--- src/rtl/dma_frontend_axil_regs.sv ---
// AXI4-Lite control register file for the DMA frontend: descriptor registers,
// status/done readback and a launch pulse on NEXT_ID reads.
module dma_frontend_axil_regs #(
   parameter int unsigned AddrWidth = 32,
   parameter int unsigned DataWidth = 32,
   parameter int unsigned BlockAw   = 5
) (
   input  logic                   clk_i,
   input  logic                   rst_i,
   input  logic [AddrWidth-1:0]   aw_addr_i,
   input  logic                   aw_valid_i,
   output logic                   aw_ready_o,
   input  logic [DataWidth-1:0]   w_data_i,
   input  logic [DataWidth/8-1:0] w_strb_i,
   input  logic                   w_valid_i,
   output logic                   w_ready_o,
   output logic [1:0]             b_resp_o,
   output logic                   b_valid_o,
   input  logic                   b_ready_i,
   input  logic [AddrWidth-1:0]   ar_addr_i,
   input  logic                   ar_valid_i,
   output logic                   ar_ready_o,
   output logic [DataWidth-1:0]   r_data_o,
   output logic [1:0]             r_resp_o,
   output logic                   r_valid_o,
   input  logic                   r_ready_i,
   input  logic                   backend_idle_i,
   input  logic                   done_i,
   output logic [31:0]            src_addr_o,
   output logic [31:0]            dst_addr_o,
   output logic [31:0]            num_bytes_o,
   output logic                   launch_o
);

   localparam int unsigned StrbWidth = DataWidth / 8;
   localparam int unsigned IdxWidth  = BlockAw - 2;

   localparam logic [1:0] RespOkay   = 2'b00;
   localparam logic [1:0] RespSlverr = 2'b10;

   localparam logic [IdxWidth-1:0] IdxSrc    = IdxWidth'(0);
   localparam logic [IdxWidth-1:0] IdxDst    = IdxWidth'(1);
   localparam logic [IdxWidth-1:0] IdxNbytes = IdxWidth'(2);
   localparam logic [IdxWidth-1:0] IdxStatus = IdxWidth'(3);
   localparam logic [IdxWidth-1:0] IdxNextId = IdxWidth'(4);
   localparam logic [IdxWidth-1:0] IdxDone   = IdxWidth'(5);

   logic [DataWidth-1:0] src_q, dst_q, nbytes_q;
   logic [IdxWidth-1:0]  wr_idx_c, rd_idx_c;
   logic                 wr_en_c, rd_en_c, wr_err_c, rd_err_c;
   logic [DataWidth-1:0] rd_data_c;
   logic                 unused_addr;

   assign wr_idx_c = aw_addr_i[BlockAw-1:2];
   assign rd_idx_c = ar_addr_i[BlockAw-1:2];
   assign unused_addr = ^{aw_addr_i, ar_addr_i};

   // Write wins arbitration; a read waits one cycle behind it.
   assign wr_en_c = aw_valid_i & w_valid_i & ~b_valid_o & ~rst_i;
   assign rd_en_c = ar_valid_i & ~r_valid_o & ~rst_i & ~wr_en_c;

   assign aw_ready_o = wr_en_c;
   assign w_ready_o  = wr_en_c;
   assign ar_ready_o = rd_en_c;
   assign wr_err_c   = wr_idx_c > IdxDone;
   assign launch_o   = rd_en_c & (rd_idx_c == IdxNextId);

   assign src_addr_o  = src_q;
   assign dst_addr_o  = dst_q;
   assign num_bytes_o = nbytes_q;

   // Read mux; unmapped offsets return zero with SLVERR.
   always_comb begin
      rd_data_c = '0;
      rd_err_c  = 1'b0;
      case (rd_idx_c)
         IdxSrc:    rd_data_c = src_q;
         IdxDst:    rd_data_c = dst_q;
         IdxNbytes: rd_data_c = nbytes_q;
         IdxStatus: rd_data_c = {{(DataWidth-1){1'b0}}, backend_idle_i};
         IdxNextId: rd_data_c = '0;
         IdxDone:   rd_data_c = {{(DataWidth-1){1'b0}}, done_i};
         default:   rd_err_c  = 1'b1;
      endcase
   end

   // Descriptor registers with per-byte strobes.
   always_ff @(posedge clk_i) begin
      if (rst_i) begin
         src_q    <= '0;
         dst_q    <= '0;
         nbytes_q <= '0;
      end else if (wr_en_c && !wr_err_c) begin
         for (int b = 0; b < StrbWidth; b++) begin
            if (w_strb_i[b]) begin
               case (wr_idx_c)
                  IdxSrc:    src_q[8*b +: 8]    <= w_data_i[8*b +: 8];
                  IdxDst:    dst_q[8*b +: 8]    <= w_data_i[8*b +: 8];
                  IdxNbytes: nbytes_q[8*b +: 8] <= w_data_i[8*b +: 8];
                  default: ;
               endcase
            end
         end
      end
   end

   // Response channels: one outstanding beat each, held until handshake.
   always_ff @(posedge clk_i) begin
      if (rst_i) begin
         b_valid_o <= 1'b0;
         b_resp_o  <= RespOkay;
         r_valid_o <= 1'b0;
         r_data_o  <= '0;
         r_resp_o  <= RespOkay;
      end else begin
         if (wr_en_c) begin
            b_valid_o <= 1'b1;
            b_resp_o  <= wr_err_c ? RespSlverr : RespOkay;
         end else if (b_ready_i) begin
            b_valid_o <= 1'b0;
         end
         if (rd_en_c) begin
            r_valid_o <= 1'b1;
            r_data_o  <= rd_data_c;
            r_resp_o  <= rd_err_c ? RespSlverr : RespOkay;
         end else if (r_ready_i) begin
            r_valid_o <= 1'b0;
         end
      end
   end

endmodule

--- config.mk ---
export PLATFORM = sky130hd
export DESIGN_NAME = dma_frontend_axil_regs
export DESIGN_NICKNAME = d
export VERILOG_FILES = /design/src/rtl/dma_frontend_axil_regs.sv
export SDC_FILE = /design/constraint.sdc
export NUM_CORES = 1
export LEC_CHECK = 0
export ABC_AREA = 1
export CORE_MARGIN = 10
export CORE_UTILIZATION = 35
export DETAILED_ROUTE_END_ITERATION = 8
export GPL_ROUTABILITY_DRIVEN = 0
export PLACE_DENSITY = 0.77
export RECOVER_POWER = 50
export SLEW_MARGIN = 0
export SYNTH_ARGS = -nofsm -noshare
export SYNTH_HDL_FRONTEND = slang
export SYNTH_SLANG_ARGS = --single-unit
--- constraint.sdc ---
create_clock -name clk_i -period 1.8 [get_ports clk_i]
set_input_delay 0.18 -clock clk_i [delete_from_list [all_inputs] [get_ports clk_i]]
set_output_delay 0.18 -clock clk_i [all_outputs]
set_load 0.05 [all_outputs]
==> results of run 1 <==
[registers in the layout, summed over array words and instances, names as in the netlist]
| signal | cells |
|---|---|
| num_bytes_o | 32 |
| src_addr_o | 32 |
| b_valid_o | 1 |
| dst_addr_o | 32 |
| r_valid_o | 1 |
| r_resp_o | 1 |
| b_resp_o | 1 |
| r_data_o | 32 |
[cell type report]
class | count | area share [%]
flip-flops and latches | 132 | 30.8
well taps | 220 | 3.21
multi-input cells | 663 | 33.2
inverters | 53 | 2.36
clock buffers | 24 | 5.73
clock inverters | 8 | 2.26
diodes | 1 | 0.0292
repair buffers | 233 | 22.3
[cells in the mapped netlist]
cell type,count,share of area [%]
dfxtp_1,132,45
o21bai_1,1,0.13
nor2_2,1,0.11
nor2_1,203,13
o21ai_0,1,0.085
nor2_4,12,2.3
buf_4,4,0.51
nor3_1,2,0.17
nor3_4,1,0.28
a21oi_1,34,2.9
conb_1,1,0.064
clkbuf_1,14,0.89
buf_2,22,1.9
nand2_1,265,17
o31ai_1,1,0.13
nand3_1,140,12
inv_2,2,0.13
buf_1,9,0.57
inv_1,51,3.3
[power breakdown]
group / switching (mW) / leakage (nW) / total (mW) / internal, mW
clock: 1.27 / 0.335 / 4.01 / 2.75
sequential: 0.0148 / 1.06 / 2.96 / 2.94
combinational: 0.411 / 2.37 / 0.648 / 0.238
[per-layer routing]
layer  global-route usage, %  share of wire [%]  vias up
li1                        -                  -     3202
met1                    20.9                 41     2852
met2                    29.9                 48      227
met3                    6.40                8.7       36
met4                    7.05                2.4        2
met5                       0              0.058        -
[per-stage QoR]
step / instance area, um2 / TNS (ps) / setup WS (ps) / hold slack [ps]
after floorplan: 5900 / -10880 / -113 / 272
after global placement: 8200 / -10580 / -154 / 450
after detailed placement: 8200 / -11750 / -173 / 454
after CTS: 8840 / 0 / 1.01 / 19.3
after global routing: 8580 / 0 / 0.538 / 39.5
final: 8580 / 0 / 37.0 / 33.9
[timing repair]
action                                 CTS  global route
buffers inserted                         1             0
setup endpoints to repair               61            25
endpoints found under the hold margin    0             0
gates resized for setup                 64            25
pin swaps                                1             0
hold buffers                             0             0
[worst max path at each step]
stage,start,endpoint,slack [ps],cells past startpoint
2_1_floorplan,b_valid_o,num_bytes_o[0],-110,5
4_1_cts,dst_addr_o[30],dst_addr_o[30],1,1
3_5_place_dp,w_valid_i,src_addr_o[25],-170,10
5_1_grt,r_data_o[7],r_data_o[7],0.5,1
6_report,r_data_o[18],r_data_o[18],40,1
3_3_place_gp,aw_valid_i,src_addr_o[28],-150,10
[kinds of logic (layout without fill, tap and decap cells)]
kind of cell | Yosys count | in the layout | share of synthesized area [%]
other cells | 1 | 3 | 0.0637
flops | 132 | 132 | 44.9
buf+inv | 102 | 318 | 7.23
simple gates | 624 | 624 | 44.6
compound gates | 37 | 37 | 3.23
==> impl_metrics.toml, run 1 <==
[power]
p_leak_nw = 3.77
vdd_drop_max_uv = 702
power_density_nw_per_um2 = 888
finalPower_mw = 7.62

[finish]
layout_commonest_cell = "nand2_1"
final_core_util_pct = 51.9
multi_input_area_um2 = 2850
n_fill_cell = 1653
area_delta_synth_final_pct = 45.7
drive_gt1_share_pct = 8.81
final_cell_mix = "nand2_1, nor2_1, nand3_1"
ff_latch_area_um2 = 2650
layout.nets = 1209
layout.cells.non_filler = 1334

[critical_path]
r2r-end = "r_data_o[25]"
crit_required_ps = 1620
endpoint_kind = "output pin"
crit_buf_inv = 1
critPathMaxStageDelay_ps = 820
start_kind = "flip-flop"
criticalPathCategory = "reg2out"
crit_slowest_cell = "clkdlybuf4s50_1"
reg2reg_from = "b_valid_o"
rr_worst_depth = 7
crit_chain = "clkdlybuf4s50_1"
path_max_fanout = 2
r2r_slack_ps = 200
cp_top_family = "buffers and inverters"
cp.arrival_ps = 1580

[routing]
wl_per_cell_um = 15.5
vias_per_cell = 4.74
num_vias = 6319
wirelength_um = 20700
initialDrtViolationCount = 381
drtAntennaViolNets = 0
drc = 0
first_pass_iters = 5

[timing]
relSlewSlack_pct = 54.0
fin_skew_ps = 8.30
tightest_slew_ps = 694
min_period_ps = 1760
finalSetupViolCount = 0
fin_crit_sh_pct = 97.9
rsz0062_at_grt = "false"
hold_violations = 0
clock.fmax_ghz = 0.567
finalMaxSlewViolations = 0

[worst_hold_path]
holdPathEnd = "r_data_o[31]"
hp-start = "rst_i"
hold_path_class = "in2reg"
holdPathStages = 2

[flow_run]
cap_violations = 0

[cts]
htreeDepth = 4
cts.clk_slew.worst_paths_ps = 60
cts-root-buf = "clkbuf_16"
cts_tree = "done"
clockBufferDepth = 2
clkLatencyLatePin_ps = 420
clkSinkCount = 132
cts_made_buffers = 17

[synth]
synthCells = 896
synth.avg_cell_area_um2 = 6.57
ys_seq_area_share_pct = 44.9
synth.distinct_cells = 19
synth_area_um2 = 5890
ys_seq_elements = 132
ys_warn_count = 0

[die]
fp-row-count = 47
die_area_um2 = 22400
die_y_um = 150
start_util_pct = 35.6
io_pins = 247
core_um2 = 16500
die_x_um = 150

[outcome]
outcome = "complete, no violations"

[global_route]
grt_max_degree = 50
gr-total-overflow = 0
antenna_found_initial = 2
grt_usage_pct = 18.1
grt_pass1_vias = 5930
grt_pass1_wl_um = 31800

[placed_design]
dp_cells = 1300
portBuffers = 186
dpl.hpwl_um = 15200
(Power assumes the default switching activity.)
==> run 2, diff against run 1 <==
Settings changed: CORE_ASPECT_RATIO set to 0.8, SLEW_MARGIN 0 to not set.
==> run 2 against run 1 <==
Largest cell class unchanged. Combinational power rose by 5.9%. Cell count fell by 0.30%. Sequential cell count is the same. Clock power is 2% lower. Setup slack worse by 2.5 ps. Non-clock buffer count down 4. Register-to-register slack improved by 150 ps. Die area grew 0.15%. Clock skew hardly changed. Largest power group unchanged. Sequential share of layout area decreased by 1.4 points. Global-route usage grew 0.60 points.
==> impl_metrics.toml, run 2 (synthesized netlist as in run 1, its figures left out) <==
[outcome]
outcome = "complete, no violations"

[timing]
tns_ps = 0
clock.fmax_ghz = 0.566
fin_skew_ps = 8.71
hold_violations = 0
finalMaxSlewViolations = 0
finalSetupViolCount = 0
relSlewSlack_pct = 62.9
tightest_slew_ps = 556
fin_crit_sh_pct = 98.1
rsz0062_at_grt = "true"
min_period_ps = 1770

[power]
p_leak_nw = 4.54
vdd_drop_max_uv = 595
finalPower_mw = 7.55
power_density_nw_per_um2 = 839

[placed_design]
portBuffers = 186
dpl.hpwl_um = 15400

[die]
die_x_um = 165
start_util_pct = 35.7
fp-row-count = 42
die_y_um = 136
io_pins = 247
die_area_um2 = 22400
core_um2 = 16500

[critical_path]
critPathMaxStageDelay_ps = 840
crit_required_ps = 1620
endpoint_kind = "output pin"
crit_chain = "clkdlybuf4s50_1"
cp_top_family = "buffers and inverters"
crit_buf_inv = 1
crit_slowest_cell = "clkdlybuf4s50_1"
criticalPathCategory = "reg2out"
cp.arrival_ps = 1590
path_max_fanout = 2
start_kind = "flip-flop"

[finish]
n_fill_cell = 1591
drive_gt1_share_pct = 10.8
layout.nets = 1205
final_cell_mix = "nand2_1, nor2_1, nand3_1"
layout_commonest_cell = "nand2_1"
area_delta_synth_final_pct = 52.9

[cts]
clockBufferDepth = 2
cts.clk_slew.worst_paths_ps = 60
cts-root-buf = "clkbuf_16"
postCtsSetupRepairBufs = 0
cts_hold_buf = 0
cts_tree = "done"
cts_made_buffers = 17
clkSinkCount = 132
htreeDepth = 4
clkLatencyLatePin_ps = 420

[routing]
wirelength_um = 21400
vias_per_cell = 4.77
initialDrtViolationCount = 480
num_vias = 6344
drtAntennaViolNets = 0
wl_per_cell_um = 16.1
first_pass_iters = 5
drc = 0

[global_route]
grt_max_degree = 99
grt_pass1_vias = 5940
grt_usage_pct = 18.7
antenna_found_initial = 2
grt_pass1_wl_um = 33000
gr-total-overflow = 0

[worst_hold_path]
hold_path_class = "in2reg"

[flow_run]
cap_violations = 0
[run 2: cell count changes in the layout (fill, tap and decap cells not counted), sizes merged]
cell	previous run	this run
clkdlybuf4s50	77	79
dlymetal6s2s	0	37
clkbuf	75	20
dlygate4sd2	59	45
dlygate4sd3	1	0
bufinv	6	5
clkinv	3	6
clkinvlp	0	2
buf	45	68
[run 2: repair_timing]
item	4_1_cts	5_1_grt
resized for setup	46	41
endpoints found under the setup margin	46	39
pin swaps	0	1
[run 2: final cells by class]
type	count	area, um2	share of cell area [%]
Inverter	53	203	2.25
Antenna cell	1	2.50	0.0278
Clock inverter	12	201	2.24
Tap cell	220	275	3.06
Timing Repair Buffer	229	2350	26.2
Multi-Input combinational cell	663	2850	31.7
Clock buffer	20	467	5.18
Sequential cell	132	2650	29.4
[run 2: routing by layer]
metal | up-vias | part of all wire [%] | track usage, %
met1 | 2876 | 42 | 22.8
met5 | - | 0.061 | 0
li1 | 3200 | - | -
met4 | 2 | 1.3 | 4.03
met3 | 23 | 11 | 8.13
met2 | 243 | 45 | 29.8
[run 2: report_power, final]
part	internal (mW)	leakage [nW]	switching, mW
combinational	0.265	3.16	0.420
clock	2.57	0.322	1.34
sequential	2.94	1.06	0.0138
[run 2: path summary, 6_finish.rpt]
check	startpoint	end	slack, ps	cells past startpoint
max	r_data_o[21]	r_data_o[21]	30	1
min	rst_i	r_data_o[12]	240	3
min reg2reg	r_data_o[0]	r_data_o[0]	460	2
max reg2reg	b_valid_o	dst_addr_o[5]	350	7
[run 2: stage by stage]
| step | cells | util (%) | hold WS [ps] | setup slack (ps) | cell area [um2] |
|---|---|---|---|---|---|
| after floorplan | 897 | - | 272 | -113 | 5900 |
| after global placement | 1297 | 50.2 | 450 | 6.65 | 8280 |
| after detailed placement | 1297 | 50.2 | 453 | -13.8 | 8280 |
| after CTS | 1329 | 53.9 | 227 | 0.166 | 8890 |
| after global routing | 1329 | 54.5 | 247 | -42.4 | 9000 |
| final | 1330 | 54.5 | 236 | 34.5 | 9000 |
==> run 3, diff against run 2 <==
Settings changed: ABC_AREA 1 to not set, CORE_ASPECT_RATIO 0.8 to not set, PLACE_DENSITY 0.77 to 0.78.
==> run 3 against run 2 <==
Non-clock buffer count shrank 5. Global-route usage shrank 2.6 points. Design area shrank 4.7%. Via count shrank 24%. Clock-buffer cell count grew 4. First-iteration DRC count shrank 59%. Critical endpoint is now r_data_o[15]. Largest power group unchanged. Highest routed layer is now met4.
==> impl_metrics.toml, run 3 <==
[outcome]
outcome = "complete, no violations"

[synth]
synthArstFlopShare_pct = 0
ys_seq_area_share_pct = 48.0
synth_flop_cell = "dfxtp_1"
synth.distinct_cells = 31
ys_warn_count = 0
post-synth-top-area-cell = "dfxtp_1"
synth.area.top_cells = "dfxtp_1, mux2i_1, nor2_1"
synth_area_um2 = 5500
synth_edf_count = 0
synth.avg_cell_area_um2 = 9.93
yosys-top-cells-count = "dfxtp_1, nor2_1, mux2i_1"
ys_seq_elements = 132
synthCells = 554
yosysMostFrequentCell = "dfxtp_1"
synth_top_area_share_pct = 48.0

[cts]
cts_made_buffers = 17
cts_tree = "done"
clkSinkCount = 132
cts-root-buf = "clkbuf_16"
htreeDepth = 4
cts.clk_slew.worst_paths_ps = 60
clkLatencyLatePin_ps = 400
clockBufferDepth = 2

[timing]
fin_skew_ps = 7.01
hold_violations = 0
relSlewSlack_pct = 34.3
fin_crit_sh_pct = 98.3
whs_ps = 69.6
clock.fmax_ghz = 0.565
finalSetupViolCount = 0
tightest_slew_ps = 983
tns_ps = 0
min_period_ps = 1770
rsz0062_at_grt = "true"
finalMaxSlewViolations = 0

[routing]
num_vias = 4813
drtAntennaViolNets = 0
initialDrtViolationCount = 197
drc = 0
wirelength_um = 17500
first_pass_iters = 6
vias_per_cell = 4.93
wl_per_cell_um = 17.9

[global_route]
top_usage_layer = "met2"
grt_pass1_wl_um = 27500
grt_pass1_vias = 4836
gr-total-overflow = 0
grt.met3_usage_pct = 6.61
grtUsageMet1_pct = 20.2
grt.met2_usage_pct = 24.8
grt_max_degree = 66
antenna_found_initial = 0
grt_usage_pct = 16.0

[die]
die_area_um2 = 21100
die_y_um = 145
die_x_um = 145
io_pins = 247
start_util_pct = 35.9
core_um2 = 15300
fp-row-count = 45

[critical_path]
criticalPathCategory = "reg2out"
path_max_fanout = 2
start_kind = "flip-flop"
crit_cells = 1
cp.arrival_ps = 1590
critPathMaxStageDelay_ps = 840
crit_buf_inv = 1
cp_top_family = "buffers and inverters"
endpoint_kind = "output pin"
crit_required_ps = 1620
rr_worst_depth = 6
crit_chain = "clkdlybuf4s50_1"
crit_slowest_cell = "clkdlybuf4s50_1"

[finish]
drive_gt1_share_pct = 13.6
final_cell_mix = "dfxtp_1, nor2_1, mux2i_1"
layout.nets = 861
final_core_util_pct = 56.0
area_delta_synth_final_pct = 55.9
layout_commonest_cell = "dfxtp_1"

[power]
netSwitchingPower_mw = 1.54
power_density_nw_per_um2 = 807
vdd_drop_max_uv = 574
p_leak_nw = 5.12
finalPower_mw = 6.92
comb_power_share_pct = 7.7
p_int_mw = 5.38
p_seq_share_pct = 42.6
switching_share_pct = 22.2
p_clk_share_pct = 49.7

[worst_hold_path]
hold_path_class = "in2reg"
holdPathStages = 2

[placed_design]
dpl.hpwl_um = 12100
portBuffers = 186

[flow_run]
cap_violations = 0
==> run 3: cell types whose count changed after synthesis, sizes merged, moves of 9 or more <==
cell,before,now
a22oi,0,31
nand2,265,36
nand3,140,7
inv,53,1
o2bb2ai,0,31
a21oi,34,18
clkbuf,14,23
nor2,216,115
mux2i,0,112
buf,35,23
==> run 3: cell type report <==
type | instances | area (um2)
fill | 1367 | 6740
multi-input combinational | 376 | 2640
clock buffer | 24 | 502
timing repair buffer | 224 | 2430
antenna | 1 | 2.50
tap | 211 | 264
inverter | 1 | 3.75
sequential | 132 | 2650
clock inverter | 8 | 96.3
==> run 3: cells by family after synthesis <==
| group | share of synthesized area [%] |
|---|---|
| simple gates | 15.4 |
| flops | 48.0 |
| mux | 20.4 |
| compound gates | 11.4 |
| buf+inv | 4.64 |
| other cells | 0.0682 |
==> run 3: final timing paths <==
path	to	startpoint	slack, ps
setup / recovery	r_data_o[15]	r_data_o[15]	30
hold / removal	b_resp_o[1]	rst_i	70
setup reg to reg	src_addr_o[13]	b_valid_o	120
hold reg to reg	r_valid_o	r_valid_o	450
==> run 3: power by group through the flow <==
stage / clock, mW / sequential [mW] / combinational (mW)
after floorplan: 0 / 3.05 / 0.218
after detailed placement: 0 / 3.01 / 0.524
final: 3.44 / 2.95 / 0.535
after CTS: 3.52 / 2.95 / 0.524
after global routing: 3.66 / 2.95 / 0.569
after global placement: 0 / 3.01 / 0.522
==> run 3: per-stage QoR <==
stage,cell area (um2),worst slack (ps),cells
floorplan,5530,19.7,555
global placement,7760,-84.5,936
detailed placement,7760,-134,936
CTS,8340,0.0157,968
global route,8580,-18.3,976
finish,8580,30.5,977
==> run 3: repair_timing <==
item,4_1_cts,5_1_grt
hold buffers,0,0
resized for setup,18,67
pin swaps,0,0
setup buffers,0,8
setup endpoints to repair,18,71
==> run 3: layer usage <==
metal	part of all wire (%)	up-vias
met3	7.8	15
li1	-	2349
met4	1.0	0
met1	45	2297
met2	46	152
met5	0	-
